## src/rtl/if_prefetch_unit_if.sv

```systemverilog
// Bundle of the fetch unit's redirect, imem request/response and decode handshake signals.
// The if_misalign signal exists only when IF_MISALIGN_CHECK_EN is defined.
interface if_prefetch_unit_if #(
    parameter int INSTRUCTION_WIDTH = 32,
    parameter int PC_WIDTH          = 32
);
    logic                         PCSel;
    logic [PC_WIDTH-1:0]          from_alu;
    logic                         imem_req_valid;
    logic                         imem_req_ready;
    logic [PC_WIDTH-1:0]          imem_req_addr;
    logic                         imem_rsp_valid;
    logic [INSTRUCTION_WIDTH-1:0] imem_rsp_data;
    logic                         inst_valid;
    logic                         inst_ready;
    logic [INSTRUCTION_WIDTH-1:0] inst;
    logic [PC_WIDTH-1:0]          pc_out;
    logic [PC_WIDTH-1:0]          pc_plus_4;
`ifdef IF_MISALIGN_CHECK_EN
    logic                         if_misalign;

    modport master (
        input  PCSel, from_alu, imem_req_ready, imem_rsp_valid, imem_rsp_data, inst_ready,
        output imem_req_valid, imem_req_addr, inst_valid, inst, pc_out, pc_plus_4, if_misalign
    );
    modport slave (
        output PCSel, from_alu, imem_req_ready, imem_rsp_valid, imem_rsp_data, inst_ready,
        input  imem_req_valid, imem_req_addr, inst_valid, inst, pc_out, pc_plus_4, if_misalign
    );
`else
    modport master (
        input  PCSel, from_alu, imem_req_ready, imem_rsp_valid, imem_rsp_data, inst_ready,
        output imem_req_valid, imem_req_addr, inst_valid, inst, pc_out, pc_plus_4
    );
    modport slave (
        output PCSel, from_alu, imem_req_ready, imem_rsp_valid, imem_rsp_data, inst_ready,
        input  imem_req_valid, imem_req_addr, inst_valid, inst, pc_out, pc_plus_4
    );
`endif
endinterface

```

## src/rtl/if_prefetch_unit.sv

```systemverilog
// Instruction-fetch stage: credit-limited in-order imem requests, prefetch queue, redirect flush.
// Optional IF_MISALIGN_CHECK_EN adds a sticky if_misalign flag that blocks fetch on unaligned redirects.
module if_prefetch_unit #(
    parameter int                INSTRUCTION_WIDTH = 32,
    parameter int                PC_WIDTH          = 32,
    parameter logic [PC_WIDTH-1:0] RESET_PC        = '0,
    parameter int                FIFO_DEPTH        = 4,
    parameter int                MAX_OUTSTANDING   = 4
) (
    input  logic             clk,
    input  logic             reset,
    if_prefetch_unit_if.master bus
);
    localparam int PW = $clog2(FIFO_DEPTH);
    localparam int CW = $clog2(FIFO_DEPTH) + 1;
    localparam int OW = $clog2(MAX_OUTSTANDING) + 1;

    logic [PC_WIDTH-1:0]          fetch_pc;
    logic [PC_WIDTH-1:0]          head_pc;
    logic [PC_WIDTH-1:0]          redirect_pc;
    logic [INSTRUCTION_WIDTH-1:0] mem [FIFO_DEPTH];
    logic [PW-1:0]                rd_ptr;
    logic [PW-1:0]                wr_ptr;
    logic [CW-1:0]                count;
    logic [OW-1:0]                inflight;
    logic [OW-1:0]                drop;
    logic                         misalign;
    logic                         credit_ok;
    logic                         req_valid;
    logic                         req_fire;
    logic                         rsp_take;
    logic                         push;
    logic                         pop;
    logic                         head_valid;

    // Credit counts queued entries plus responses still to be kept, so a kept
    // response always finds a free slot.
    assign credit_ok = (32'(count) + 32'(inflight) - 32'(drop) < 32'(FIFO_DEPTH)) &&
                       (32'(inflight) < 32'(MAX_OUTSTANDING));
    assign req_valid = !reset && !bus.PCSel && credit_ok && !misalign;
    assign req_fire  = req_valid && bus.imem_req_ready;

    // Responses with nothing outstanding (e.g. stragglers from before a reset) are ignored.
    assign rsp_take   = bus.imem_rsp_valid && (inflight != '0);
    assign push       = rsp_take && (drop == '0);
    assign head_valid = !reset && (count != '0);
    assign pop        = head_valid && bus.inst_ready;

    assign bus.imem_req_valid = req_valid;
    assign bus.imem_req_addr  = fetch_pc;
    assign bus.inst_valid     = head_valid;
    assign bus.inst           = mem[rd_ptr];
    assign bus.pc_out         = head_pc;
    assign bus.pc_plus_4      = head_pc + PC_WIDTH'(4);

`ifdef IF_MISALIGN_CHECK_EN
    assign redirect_pc     = bus.from_alu;
    assign bus.if_misalign = misalign;

    always_ff @(posedge clk) begin
        if (reset)
            misalign <= 1'b0;
        else if (bus.PCSel)
            misalign <= |bus.from_alu[1:0];
    end
`else
    assign redirect_pc = bus.from_alu & ~PC_WIDTH'(3);
    assign misalign    = 1'b0;
`endif

    always_ff @(posedge clk) begin
        if (reset) begin
            fetch_pc <= RESET_PC;
            head_pc  <= RESET_PC;
            rd_ptr   <= '0;
            wr_ptr   <= '0;
            count    <= '0;
            inflight <= '0;
            drop     <= '0;
        end else if (bus.PCSel) begin
            // Everything still outstanding after this cycle belongs to the old path.
            fetch_pc <= redirect_pc;
            head_pc  <= redirect_pc;
            rd_ptr   <= '0;
            wr_ptr   <= '0;
            count    <= '0;
            inflight <= inflight - OW'(rsp_take);
            drop     <= inflight - OW'(rsp_take);
        end else begin
            if (req_fire)
                fetch_pc <= fetch_pc + PC_WIDTH'(4);
            if (pop) begin
                head_pc <= head_pc + PC_WIDTH'(4);
                rd_ptr  <= rd_ptr + PW'(1);
            end
            if (push)
                wr_ptr <= wr_ptr + PW'(1);
            if (rsp_take && (drop != '0))
                drop <= drop - OW'(1);
            inflight <= inflight + OW'(req_fire) - OW'(rsp_take);
            count    <= count + CW'(push) - CW'(pop);
        end
    end

    always_ff @(posedge clk) begin
        if (push && !bus.PCSel && !reset)
            mem[wr_ptr] <= bus.imem_rsp_data;
    end
endmodule

```

## src/flat_wrapper.sv

```systemverilog
// flat-port wrapper written by rule: the top's interface ports become plain ports
module if_prefetch_unit_flat 
#(
    parameter int                INSTRUCTION_WIDTH = 32,
    parameter int                PC_WIDTH          = 32,
    parameter logic [PC_WIDTH-1:0] RESET_PC        = '0,
    parameter int                FIFO_DEPTH        = 4,
    parameter int                MAX_OUTSTANDING   = 4
)
  (clk, reset, bus_PCSel, bus_from_alu, bus_imem_req_ready, bus_imem_rsp_valid, bus_imem_rsp_data, bus_inst_ready, bus_imem_req_valid, bus_imem_req_addr, bus_inst_valid, bus_inst, bus_pc_out, bus_pc_plus_4);
  if_prefetch_unit_if #(.INSTRUCTION_WIDTH(INSTRUCTION_WIDTH), .PC_WIDTH(PC_WIDTH)) bus_i ();
  input  logic clk;
  input  logic reset;
  input wire logic [$bits(bus_i.PCSel)-1:0] bus_PCSel;
  input wire logic [$bits(bus_i.from_alu)-1:0] bus_from_alu;
  input wire logic [$bits(bus_i.imem_req_ready)-1:0] bus_imem_req_ready;
  input wire logic [$bits(bus_i.imem_rsp_valid)-1:0] bus_imem_rsp_valid;
  input wire logic [$bits(bus_i.imem_rsp_data)-1:0] bus_imem_rsp_data;
  input wire logic [$bits(bus_i.inst_ready)-1:0] bus_inst_ready;
  output wire logic [$bits(bus_i.imem_req_valid)-1:0] bus_imem_req_valid;
  output wire logic [$bits(bus_i.imem_req_addr)-1:0] bus_imem_req_addr;
  output wire logic [$bits(bus_i.inst_valid)-1:0] bus_inst_valid;
  output wire logic [$bits(bus_i.inst)-1:0] bus_inst;
  output wire logic [$bits(bus_i.pc_out)-1:0] bus_pc_out;
  output wire logic [$bits(bus_i.pc_plus_4)-1:0] bus_pc_plus_4;
  assign bus_i.PCSel = bus_PCSel;
  assign bus_i.from_alu = bus_from_alu;
  assign bus_i.imem_req_ready = bus_imem_req_ready;
  assign bus_i.imem_rsp_valid = bus_imem_rsp_valid;
  assign bus_i.imem_rsp_data = bus_imem_rsp_data;
  assign bus_i.inst_ready = bus_inst_ready;
  assign bus_imem_req_valid = bus_i.imem_req_valid;
  assign bus_imem_req_addr = bus_i.imem_req_addr;
  assign bus_inst_valid = bus_i.inst_valid;
  assign bus_inst = bus_i.inst;
  assign bus_pc_out = bus_i.pc_out;
  assign bus_pc_plus_4 = bus_i.pc_plus_4;
  if_prefetch_unit #(.INSTRUCTION_WIDTH(INSTRUCTION_WIDTH), .PC_WIDTH(PC_WIDTH), .RESET_PC(RESET_PC), .FIFO_DEPTH(FIFO_DEPTH), .MAX_OUTSTANDING(MAX_OUTSTANDING)) u_core (.clk(clk), .reset(reset), .bus(bus_i));
endmodule
```

## config.mk

```make
export PLATFORM = sky130hd
export DESIGN_NAME = if_prefetch_unit_flat
export DESIGN_NICKNAME = d
export VERILOG_FILES = /design/src/rtl/if_prefetch_unit_if.sv /design/src/rtl/if_prefetch_unit.sv /design/src/flat_wrapper.sv
export SDC_FILE = /design/constraint.sdc
export NUM_CORES = 1
export LEC_CHECK = 0
export BUFFER_PORTS_ARGS = -buffer_cell sky130_fd_sc_hd__buf_2
export CAP_MARGIN = 20
export CORE_MARGIN = 2
export CORE_UTILIZATION = 40
export CTS_BUF_LIST = sky130_fd_sc_hd__clkbuf_4
export DETAILED_ROUTE_END_ITERATION = 8
export HOLD_SLACK_MARGIN = 0.08
export PLACE_DENSITY = 0.69
export SYNTH_ARGS = -nofsm -noshare
export SYNTH_HDL_FRONTEND = slang
export SYNTH_SLANG_ARGS = --single-unit
export TNS_END_PERCENT = 10
```

## constraint.sdc

```tcl
create_clock -name clk -period 4.6 [get_ports clk]
set_clock_uncertainty 0.05 [all_clocks]
set_input_delay 0 -clock clk [delete_from_list [all_inputs] [get_ports clk]]
set_output_delay 0 -clock clk [all_outputs]
set_load 0.01 [all_outputs]
```

==> flow_metrics.tcl, run 1 <==
set metrics [dict create \
    cts_resized 0 \
    vias_per_cell 5.11 \
    synth_simple_gate_area_frac 0.140 \
    hold_viol 0 \
    period_minus_slack_ns 4.17 \
    dp_hpwl_um 16600 \
    yosys_most_used_dff "edfxtp_1" \
    synth_edf_count 128 \
    path_max_fanout 7 \
    synthCells 772 \
    cts_tree "built" \
    drive_gt1_frac 0.300 \
    async_flop_share 0 \
    grt_pass1_wl_um 39700 \
    area_delta_synth_final_pct 32.1 \
    die_y_um 158 \
    coreArea_mm2 0.0234 \
    boundaryPins 200 \
    synth_top_family_by_area "simple AND/OR/NAND/NOR gates" \
    endpoint_kind "flop" \
    hold_class "input port to flop" \
    yosysWarnings 0 \
    finalCritPeriodShare 0.907 \
    cts_max_path_buffers 3 \
    routedWlPerCell_um 17.4 \
    outcome "complete, no violations" \
    h-tree-depth 2 \
    final_cells 1465 \
    numCtsBuffers 53 \
    dieWidth_um 158 \
    worst_slew_pin_slew_ns 0.918 \
    max_slew_margin 0.386 \
    grtUsageTotal 0.203 \
    synth_compound_area_frac 0.0782 \
    setup_viol_count_final 0 \
    fin_area_mm2 0.0126 \
    clk_latency_ns 0.67 \
    p_leak_nw 4.90 \
    ff2ff_path_depth 15 \
    layout.nets 1193 \
    setup_tns_ns 0 \
    dpl_cell_area_mm2 0.0108 \
    firstDrtPassIters 5 \
    holdPathStages 4 \
    fillers 2110 \
    routed_wl_um 25400 \
    yosys.cell_types.count 64 \
    ys_seq_area_frac 0.561 \
    slew_viol_final 0 \
    postRouteAntennaNets 0 \
    dieArea_mm2 0.0251 \
    ys_seq_elements 203 \
    rsz0062_at_grt "no" \
    syn_avg_cell_area_um2 12.3 \
    max-cap-violations 0 \
    arrival_ns 4.74 \
    final_common_cell "buf_2" \
    grt_overflow 0 \
    grt_max_degree 54 \
    crit_type "flop to flop" \
    antenna_found_initial 1 \
    gp_congestion 0.852 \
    drtIter0Drc 393 \
    grt_pass1_vias 7634 \
    power_mw 4.56 \
    num_vias 7487 \
    num_rows 56 \
    worstSetupStartpointType "flop" \
    synthAdderAreaFrac 0.0326 \
    root_buffer "clkbuf_4" \
    drc 0 \
    fmax_ghz 0.240 \
    vdd_drop_max_mv 0.226 \
    place_inst 1254 \
    syn-cell-area_mm2 0.00953 \
    path_clk_slew_ns 0.07 \
    synthMuxAreaShare 0.0777 \
    port_buffers 191 \
    cts.sinks 203 \
    initial_core_util 0.407 \
    synth-xor-area-share 0.0744 \
    worstPathRequired_ns 5.17 \
    power_density_mw_per_mm2 362 \
    layout_common_cells "buf_2 (191), edfxtp_1 (128), dlygate4sd3_1 (110)" \
]
worst paths after layout:
check / startpoint / endpoint / slack (ns)
worst max-delay path: u_core.inflight[0] / u_core.bus.imem_req_addr[25] / 0.43
worst min-delay path: bus_from_alu[25] / u_core.bus.pc_out[25] / 0.15
worst max register to register: u_core.inflight[0] / u_core.bus.imem_req_addr[25] / 0.43
worst min register to register: u_core.rd_ptr[1] / u_core.rd_ptr[1] / 0.48
power by group:
group	total [mW]	leakage (nW)	internal, mW	switching [mW]
Clock	1.62	0.427	0.879	0.742
Sequential	2.11	1.77	2.02	0.0924
Combinational	0.834	2.70	0.373	0.461
final cells by class:
cell class                 count  area, um^2  area share
clock inverter                17        95.1     0.00755
multi-input combinational    496        3870       0.307
inverter                      36         135      0.0107
sequential                   203        5350       0.425
antenna                        1        2.50    0.000199
timing repair buffer         310        2120       0.169
clock buffer                  83         623      0.0495
tap                          319         399      0.0317
cell families (layout without fill, tap and decap cells):
group | after synthesis | count (layout)
AOI/OAI and AO/OA | 111 | 111
DFF | 203 | 203
muxes | 34 | 34
adders and majority gates | 23 | 23
buffers and inverters | 78 | 446
xor gates and xnor gates | 81 | 81
and+or+nand+nor | 241 | 241
other | 1 | 7
worst max-delay path, cell delays in order (launching register included):
cell	delay [ns]
dfxtp_1	0.33
ha_1	0.22
fa_1	0.38
xor2_1	0.16
ha_1	0.29
o21ai_0	0.09
nor2_1	0.13
nor2_1	0.06
ha_1	0.26
or3b_4	0.43
nor4_4	0.32
and2_4	0.19
nand4b_4	0.15
or4_1	0.42
nand3_1	0.09
dlygate4sd3_1	0.55
state kept, by name, indices dropped and copies added, names as in the netlist, named ones only:
register	flops
u_core.count	3
u_core.rd_ptr	2
u_core.wr_ptr	2
u_core.inflight	3
u_core.drop	3
u_core.bus.pc_out	30
u_core.bus.imem_req_addr	30
u_core.mem	128
cells in the mapped netlist (7+ instances only):
cell type | instances | area [um^2]
nand3_1 | 25 | 125
mux4_2 | 32 | 721
nor4_1 | 11 | 68.8
nand4_1 | 18 | 113
inv_1 | 34 | 128
a21boi_0 | 30 | 225
xnor2_1 | 54 | 473
dfxtp_1 | 75 | 1500
nor3_1 | 12 | 60.1
buf_1 | 7 | 26.3
buf_4 | 9 | 67.6
clkbuf_1 | 18 | 67.6
a32oi_1 | 7 | 61.3
nand2_1 | 75 | 282
and3_1 | 15 | 93.8
ha_1 | 20 | 250
nor2_1 | 37 | 139
xor2_1 | 27 | 236
a31oi_1 | 8 | 50.1
buf_2 | 7 | 35.0
edfxtp_1 | 128 | 3840
a21oi_1 | 33 | 165
routing by layer:
| metal | up-vias | routed length, um | global-route usage | share of wire |
|---|---|---|---|---|
| li1 | 3547 | - | - | - |
| met4 | 0 | 566 | 0.0682 | 0.022 |
| met5 | - | 0 | 0 | 0 |
| met3 | 39 | 2150 | 0.0514 | 0.084 |
| met1 | 3574 | 10100 | 0.242 | 0.40 |
| met2 | 327 | 12600 | 0.359 | 0.49 |
stage by stage:
step	util	setup WS (ns)	hold WS, ns
after global placement	0.460	0.570	0.168
after detailed placement	0.460	0.520	0.168
after CTS	0.538	0.443	0.106
after floorplan	-	0.742	0.0489
final	0.538	0.429	0.146
after global routing	0.538	0.178	0.148
what timing repair did:
action                                  in CTS  in global routing
endpoints found under the setup margin       0                  0
buffers inserted                             0                  0
hold buffers                               110                  0
endpoints found under the hold margin      202                  0
No activity file was read; power rests on OpenSTA's default activity.
==> run 2, diff against run 1 <==
--- a/config.mk
+++ b/config.mk
@@ -5,6 +5,7 @@
 export SDC_FILE = /design/constraint.sdc
 export NUM_CORES = 1
 export LEC_CHECK = 0
+export ABC_AREA = 1
 export BUFFER_PORTS_ARGS = -buffer_cell sky130_fd_sc_hd__buf_2
 export CAP_MARGIN = 20
 export CORE_MARGIN = 2
==> run 2 against run 1 <==
Compared with the run above:
- synthesized area grew 6.3%
- clock power decreased by 7%
- register-to-register slack improved by 0.11 ns
- global-route usage is 1.6 points higher
- first-iteration DRC count up 61%
- utilization about the same
- cell area up 6.9%
- die area rose by 6.1%
- critical path depth up 4
- wire length grew 17%
- flip-flop and latch count unchanged
==> flow_metrics.tcl, run 2 <==
set metrics [dict create \
    worst-path-stages 19 \
    area_delta_synth_final_pct 32.9 \
    worstSetupStartpointType "flop" \
    layout.nets 1608 \
    synthCells 1161 \
    yosys.cell_types.count 43 \
    syn_avg_cell_area_um2 8.72 \
    path_clk_slew_ns 0.07 \
    dieWidth_um 163 \
    seqPwrFrac 0.480 \
    hold_viol 0 \
    holdPathStages 6 \
    yosysMostFrequentCell "nand2_1" \
    netlist.area_leader.share 0.379 \
    power_mw 4.34 \
    power_density_mw_per_mm2 323 \
    largest_reg_flops 128 \
    yosys_most_used_dff "edfxtp_1" \
    p_leak_nw 5.59 \
    setup_tns_ns 0 \
    fin_area_mm2 0.0135 \
    finalCritPeriodShare 0.884 \
    cts_resized 0 \
    routedWlPerCell_um 15.8 \
    h-tree-depth 2 \
    endpoint_kind "flop" \
    fmax_ghz 0.246 \
    max-cap-violations 0 \
    async_flop_share 0 \
    initial_core_util 0.405 \
    vias_per_cell 5.08 \
    num_vias 9569 \
    num_rows 58 \
    dieArea_mm2 0.0266 \
    final_common_cell "nand2_1" \
    rsz0062_at_grt "no" \
    grt_use_met3 0.0538 \
    critPathMaxStageDelay_ns 0.56 \
    root_buffer "clkbuf_4" \
    clkPwrFrac 0.345 \
    port_buffers 191 \
    ff2ff_path_depth 19 \
    drtIter0Drc 632 \
    synth-xor-area-share 0.0287 \
    gp_congestion 0.929 \
    synthMuxAreaShare 0 \
    antenna_found_initial 1 \
    crit_chain "ha_1 > fa_1 > xor2_1 > ha_1 > nand2_1 > inv_1 > a21oi_1 > ha_1 > nand2_1 > nor2_4 > nand3_2 > nor2_4 > buf_4 > nand3_1 > nand3_1 > dlygate4sd3_1 > nand2_1 > dlygate4sd3_1 > inv_1" \
    outcome "complete, no violations" \
    die_y_um 163 \
    hold_slack_ns 0.171 \
    coreArea_mm2 0.0250 \
    grtUsageMet1 0.262 \
    setup_viol_count_final 0 \
    grtUsageMet2 0.375 \
    period_minus_slack_ns 4.06 \
    hold_class "input port to flop" \
    slew_viol_final 0 \
    vdd_drop_max_mv 0.164 \
    dp_hpwl_um 18600 \
    cp_top_family "buffers and inverters" \
    crit_type "flop to flop" \
    synthAdderAreaFrac 0.0306 \
    routed_wl_um 29700 \
    grt_busiest_layer "met2" \
    worst_slew_pin_slew_ns 1.08 \
    synth_edf_count 128 \
    grt_max_degree 66 \
    cpMaxStageDelayCell "dlygate4sd3_1" \
    arrival_ns 4.62 \
    ys_seq_area_frac 0.528 \
    synth_top_family_by_area "simple AND/OR/NAND/NOR gates" \
    cts_max_path_buffers 3 \
    synth_compound_area_frac 0.106 \
    yosysTopAreaCell "edfxtp_1" \
    grt_overflow 0 \
    numCtsBuffers 52 \
    clk_latency_ns 0.69 \
    ys_top_cells_by_area "edfxtp_1 (38%), dfxtp_1 (15%), nand2_1 (10%)" \
    yosysWarnings 0 \
    grtUsageTotal 0.220 \
    layout_common_cells "nand2_1 (273), buf_2 (191), nor2_1 (147)" \
    post_cts_buffers 0 \
    p_sw_mw 1.27 \
    grt_pass1_vias 9393 \
    drc 0 \
    drive_gt1_frac 0.223 \
    comb_power_share 0.175 \
    boundaryPins 200 \
    top_register "u_core.mem" \
    crit_buf_inv 5 \
    grt_pass1_wl_um 46600 \
    fillers 2299 \
    internal_power_mw 3.08 \
    ys_seq_elements 203 \
    netlist_top_cells_count "nand2_1 (273), nor2_1 (152), edfxtp_1 (128)" \
    cts_tree "built" \
    dpl_cell_area_mm2 0.0114 \
    postRouteAntennaNets 0 \
    syn-cell-area_mm2 0.0101 \
    firstDrtPassIters 5 \
    switching_share 0.292 \
    synth_simple_gate_area_frac 0.246 \
    path_max_fanout 23 \
    worstPathRequired_ns 5.16 \
    cts.sinks 203 \
    max_slew_margin 0.280 \
]
-- run 2: path summary, 6_finish.rpt --
check / startpoint / end / slack [ns]
setup reg to reg: u_core.inflight[0] / u_core.bus.imem_req_addr[25] / 0.54
hold reg to reg: u_core.rd_ptr[1] / flop / 0.43
setup / recovery: u_core.inflight[0] / u_core.bus.imem_req_addr[25] / 0.54
hold / removal: bus_from_alu[22] / u_core.bus.pc_out[22] / 0.17
-- run 2: worst min-delay path, delay by kind of cell --
kind | cells | cell delay, ns
buffers and inverters | 2 | 0.63
AO/OA/AOI/OAI | 2 | 0.10
AND/OR/NAND/NOR | 2 | 0.12
-- run 2: logic make-up after synthesis --
kind of cell,Yosys count
AOI/OAI and AO/OA,198
xor gates and xnor gates,28
adders and majority gates,23
buffers and inverters,145
DFF,203
other,1
and+or+nand+nor,563
-- run 2: area by class of cell --
type	instances	area, um^2	share of cell area
clock buffer	74	556	0.0413
multi-input combinational	818	4200	0.312
clock inverter	18	91.3	0.00678
sequential	203	5350	0.397
antenna	1	2.50	0.000186
inverter	93	352	0.0261
tap	330	413	0.0307
timing repair buffer	347	2500	0.186
-- run 2: per-layer routing --
metal  share of wire  vias to the layer above
met2            0.47                      415
met1            0.41                     4461
met5               0                        -
met3           0.082                       73
li1                -                     4620
met4           0.034                        0
-- run 2: power by group through the flow --
stage / sequential [mW] / clock (mW) / combinational, mW
after floorplan: 2.12 / 0 / 0.424
after global placement: 2.12 / 0 / 0.627
after detailed placement: 2.12 / 0 / 0.648
after CTS: 2.08 / 1.54 / 0.748
after global routing: 2.09 / 1.64 / 0.850
final: 2.08 / 1.50 / 0.761
-- run 2: timing repair --
item	CTS	global route
setup endpoints to repair	0	0
hold buffers	144	0
endpoints found under the hold margin	203	0
-- run 2: per-stage QoR --
| stage | util | instances | worst slack [ns] |
|---|---|---|---|
| 2_1_floorplan | - | 1166 | 1.20 |
| 3_3_place_gp | 0.453 | 1646 | 1.02 |
| 3_5_place_dp | 0.453 | 1646 | 0.897 |
| 4_1_cts | 0.537 | 1882 | 0.543 |
| 5_1_grt | 0.538 | 1884 | 0.310 |
| 6_report | 0.538 | 1884 | 0.535 |
==> run 3, diff against run 2 <==
--- a/config.mk
+++ b/config.mk
@@ -10,7 +10,7 @@
 export CAP_MARGIN = 20
 export CORE_MARGIN = 2
 export CORE_UTILIZATION = 40
-export CTS_BUF_LIST = sky130_fd_sc_hd__clkbuf_4
+export CTS_BUF_LIST = sky130_fd_sc_hd__clkbuf_4 sky130_fd_sc_hd__clkbuf_8 sky130_fd_sc_hd__clkbuf_16
 export DETAILED_ROUTE_END_ITERATION = 8
 export HOLD_SLACK_MARGIN = 0.08
 export PLACE_DENSITY = 0.69
==> run 3 against run 2 <==
Compared with the run above:
- sequential share of layout area up 1.7 points
- critical path type unchanged
- register-to-register slack lost 0.03 ns
- flip-flop and latch count unchanged
- highest routed layer unchanged
- sequential power barely moved
- via count fell by 5.0%
==> flow_metrics.tcl, run 3 (synthesis gave the netlist of run 2 again) <==
set metrics [dict create \
    grt_pass1_wl_um 44400 \
    fmax_ghz 0.244 \
    cts.sinks 203 \
    power_mw 4.66 \
    hold_slack_ns 0.193 \
    layout_common_cells "nand2_1 (273), buf_2 (191), nor2_1 (147)" \
    postRouteAntennaNets 0 \
    max-cap-violations 0 \
    vias_per_cell 5.15 \
    drive_gt1_frac 0.213 \
    arrival_ns 4.50 \
    rsz0062_at_grt "no" \
    port_buffers 191 \
    gp_congestion 0.929 \
    worst_slew_pin_slew_ns 1.04 \
    crit_chain "ha_1 > fa_1 > xor2_1 > ha_1 > nand2_1 > inv_1 > a21oi_1 > ha_1 > nand2_1 > nor2_4 > nand3_2 > nor2_4 > buf_4 > nand3_1 > nand3_1 > dlygate4sd3_1 > nand2_1 > dlygate4sd3_1 > inv_1" \
    power_density_mw_per_mm2 361 \
    regToRegStartpoint "u_core.inflight[0]" \
    clk_latency_ns 0.52 \
    largest_reg_flops 128 \
    final_common_cell "nand2_1" \
    boundaryPins 200 \
    worstPathRequired_ns 5.01 \
    grtUsageTotal 0.209 \
    routedWlPerCell_um 16.1 \
    h-tree-depth 1 \
    ff2ff_path_depth 19 \
    hold_end "u_core.mem[0][20]" \
    cts_hold_buf 75 \
    antenna_found_initial 0 \
    outcome "complete, no violations" \
    num_vias 9088 \
    cts_max_path_buffers 3 \
    period_minus_slack_ns 4.10 \
    holdPathStages 2 \
    drc 0 \
    cpMaxStageDelayCell "dlygate4sd3_1" \
    dieArea_mm2 0.0266 \
    grt_overflow 0 \
    crit_type "flop to flop" \
    dp_hpwl_um 18600 \
    drtIter0Drc 655 \
    area_delta_synth_final_pct 27.5 \
    root_buffer "clkbuf_16" \
    utilization 0.516 \
    initial_core_util 0.405 \
    cp_top_family "buffers and inverters" \
    place_inst 1646 \
    finalCritPeriodShare 0.890 \
    worstSetupStartpointType "flop" \
    endpoint_kind "flop" \
    hold_class "input port to flop" \
    hold_start "bus_imem_rsp_data[20]" \
    top_register "u_core.mem" \
    r2r_end "u_core.bus.imem_req_addr[25]" \
    dieWidth_um 163 \
    layout.nets 1511 \
    path_max_fanout 23 \
    firstDrtPassIters 8 \
    cts_tree "built" \
    grt_max_degree 66 \
    final_cells 1765 \
    routed_wl_um 28400 \
    numCtsBuffers 24 \
    setup_tns_ns 0 \
    crit_buf_inv 5 \
    coreArea_mm2 0.0250 \
    timing.reg2reg.setup_slack_ns 0.50 \
    hold_viol 0 \
    vdd_drop_max_mv 0.291 \
    setup_viol_count_final 0 \
    critPathMaxStageDelay_ns 0.56 \
    die_y_um 163 \
    cp-startpoint "u_core.inflight[0]" \
    num_rows 58 \
    antenna_cells 0 \
    cts_resized 0 \
    grt_pass1_vias 8699 \
    post_cts_buffers 0 \
    p_leak_nw 5.31 \
    path_clk_slew_ns 0.06 \
    slew_viol_final 0 \
    max_slew_margin 0.307 \
]
==> run 3: cell types whose count changed in the layout (fill, tap and decap cells not counted), sizes merged, moves of 2 or more <==
cell	before	now
inv	92	95
dlygate4sd3	144	75
bufinv	0	2
clkinv	17	9
clkbuf	74	29
==> run 3: worst max path at each step <==
stage / endpoint / depth (start not counted)
3_5_place_dp: u_core.inflight[2] / 18
4_1_cts: u_core.bus.imem_req_addr[25] / 19
6_report: u_core.bus.imem_req_addr[25] / 19
2_1_floorplan: u_core.inflight[2] / 18
3_3_place_gp: u_core.inflight[2] / 18
5_1_grt: u_core.bus.imem_req_addr[25] / 19
==> run 3: where the power goes <==
part | leakage [nW] | switching, mW | internal, mW | total (mW)
Sequential | 1.77 | 0.0722 | 2.01 | 2.09
Clock | 0.392 | 0.745 | 1.13 | 1.87
Combinational | 3.15 | 0.430 | 0.276 | 0.706
Total | 5.31 | 1.25 | 3.42 | 4.66
==> run 3: stage by stage <==
stage	instance area (um^2)	setup slack, ns
6_report	12900	0.504
5_1_grt	12900	0.277
4_1_cts	12900	0.499
3_5_place_dp	11400	0.897
3_3_place_gp	11400	1.02
2_1_floorplan	10100	1.20
==> run 3: cell type report <==
| type | count | area (um^2) |
|---|---|---|
| Multi-Input combinational cell | 818 | 4200 |
| Fill cell | 2294 | 12100 |
| Timing Repair Buffer | 278 | 1810 |
| Tap cell | 330 | 413 |
| Inverter | 93 | 352 |
| Clock buffer | 29 | 651 |
| Clock inverter | 14 | 144 |
| Sequential cell | 203 | 5350 |
==> run 3: layer usage <==
| metal | vias to the layer above | wire length (um) | GRT usage |
|---|---|---|---|
| li1 | 4401 | - | - |
| met1 | 4242 | 11700 | 0.257 |
| met2 | 385 | 13500 | 0.365 |
| met3 | 60 | 2380 | 0.0411 |
| met4 | 0 | 870 | 0.0720 |
| met5 | - | 0 | 0 |
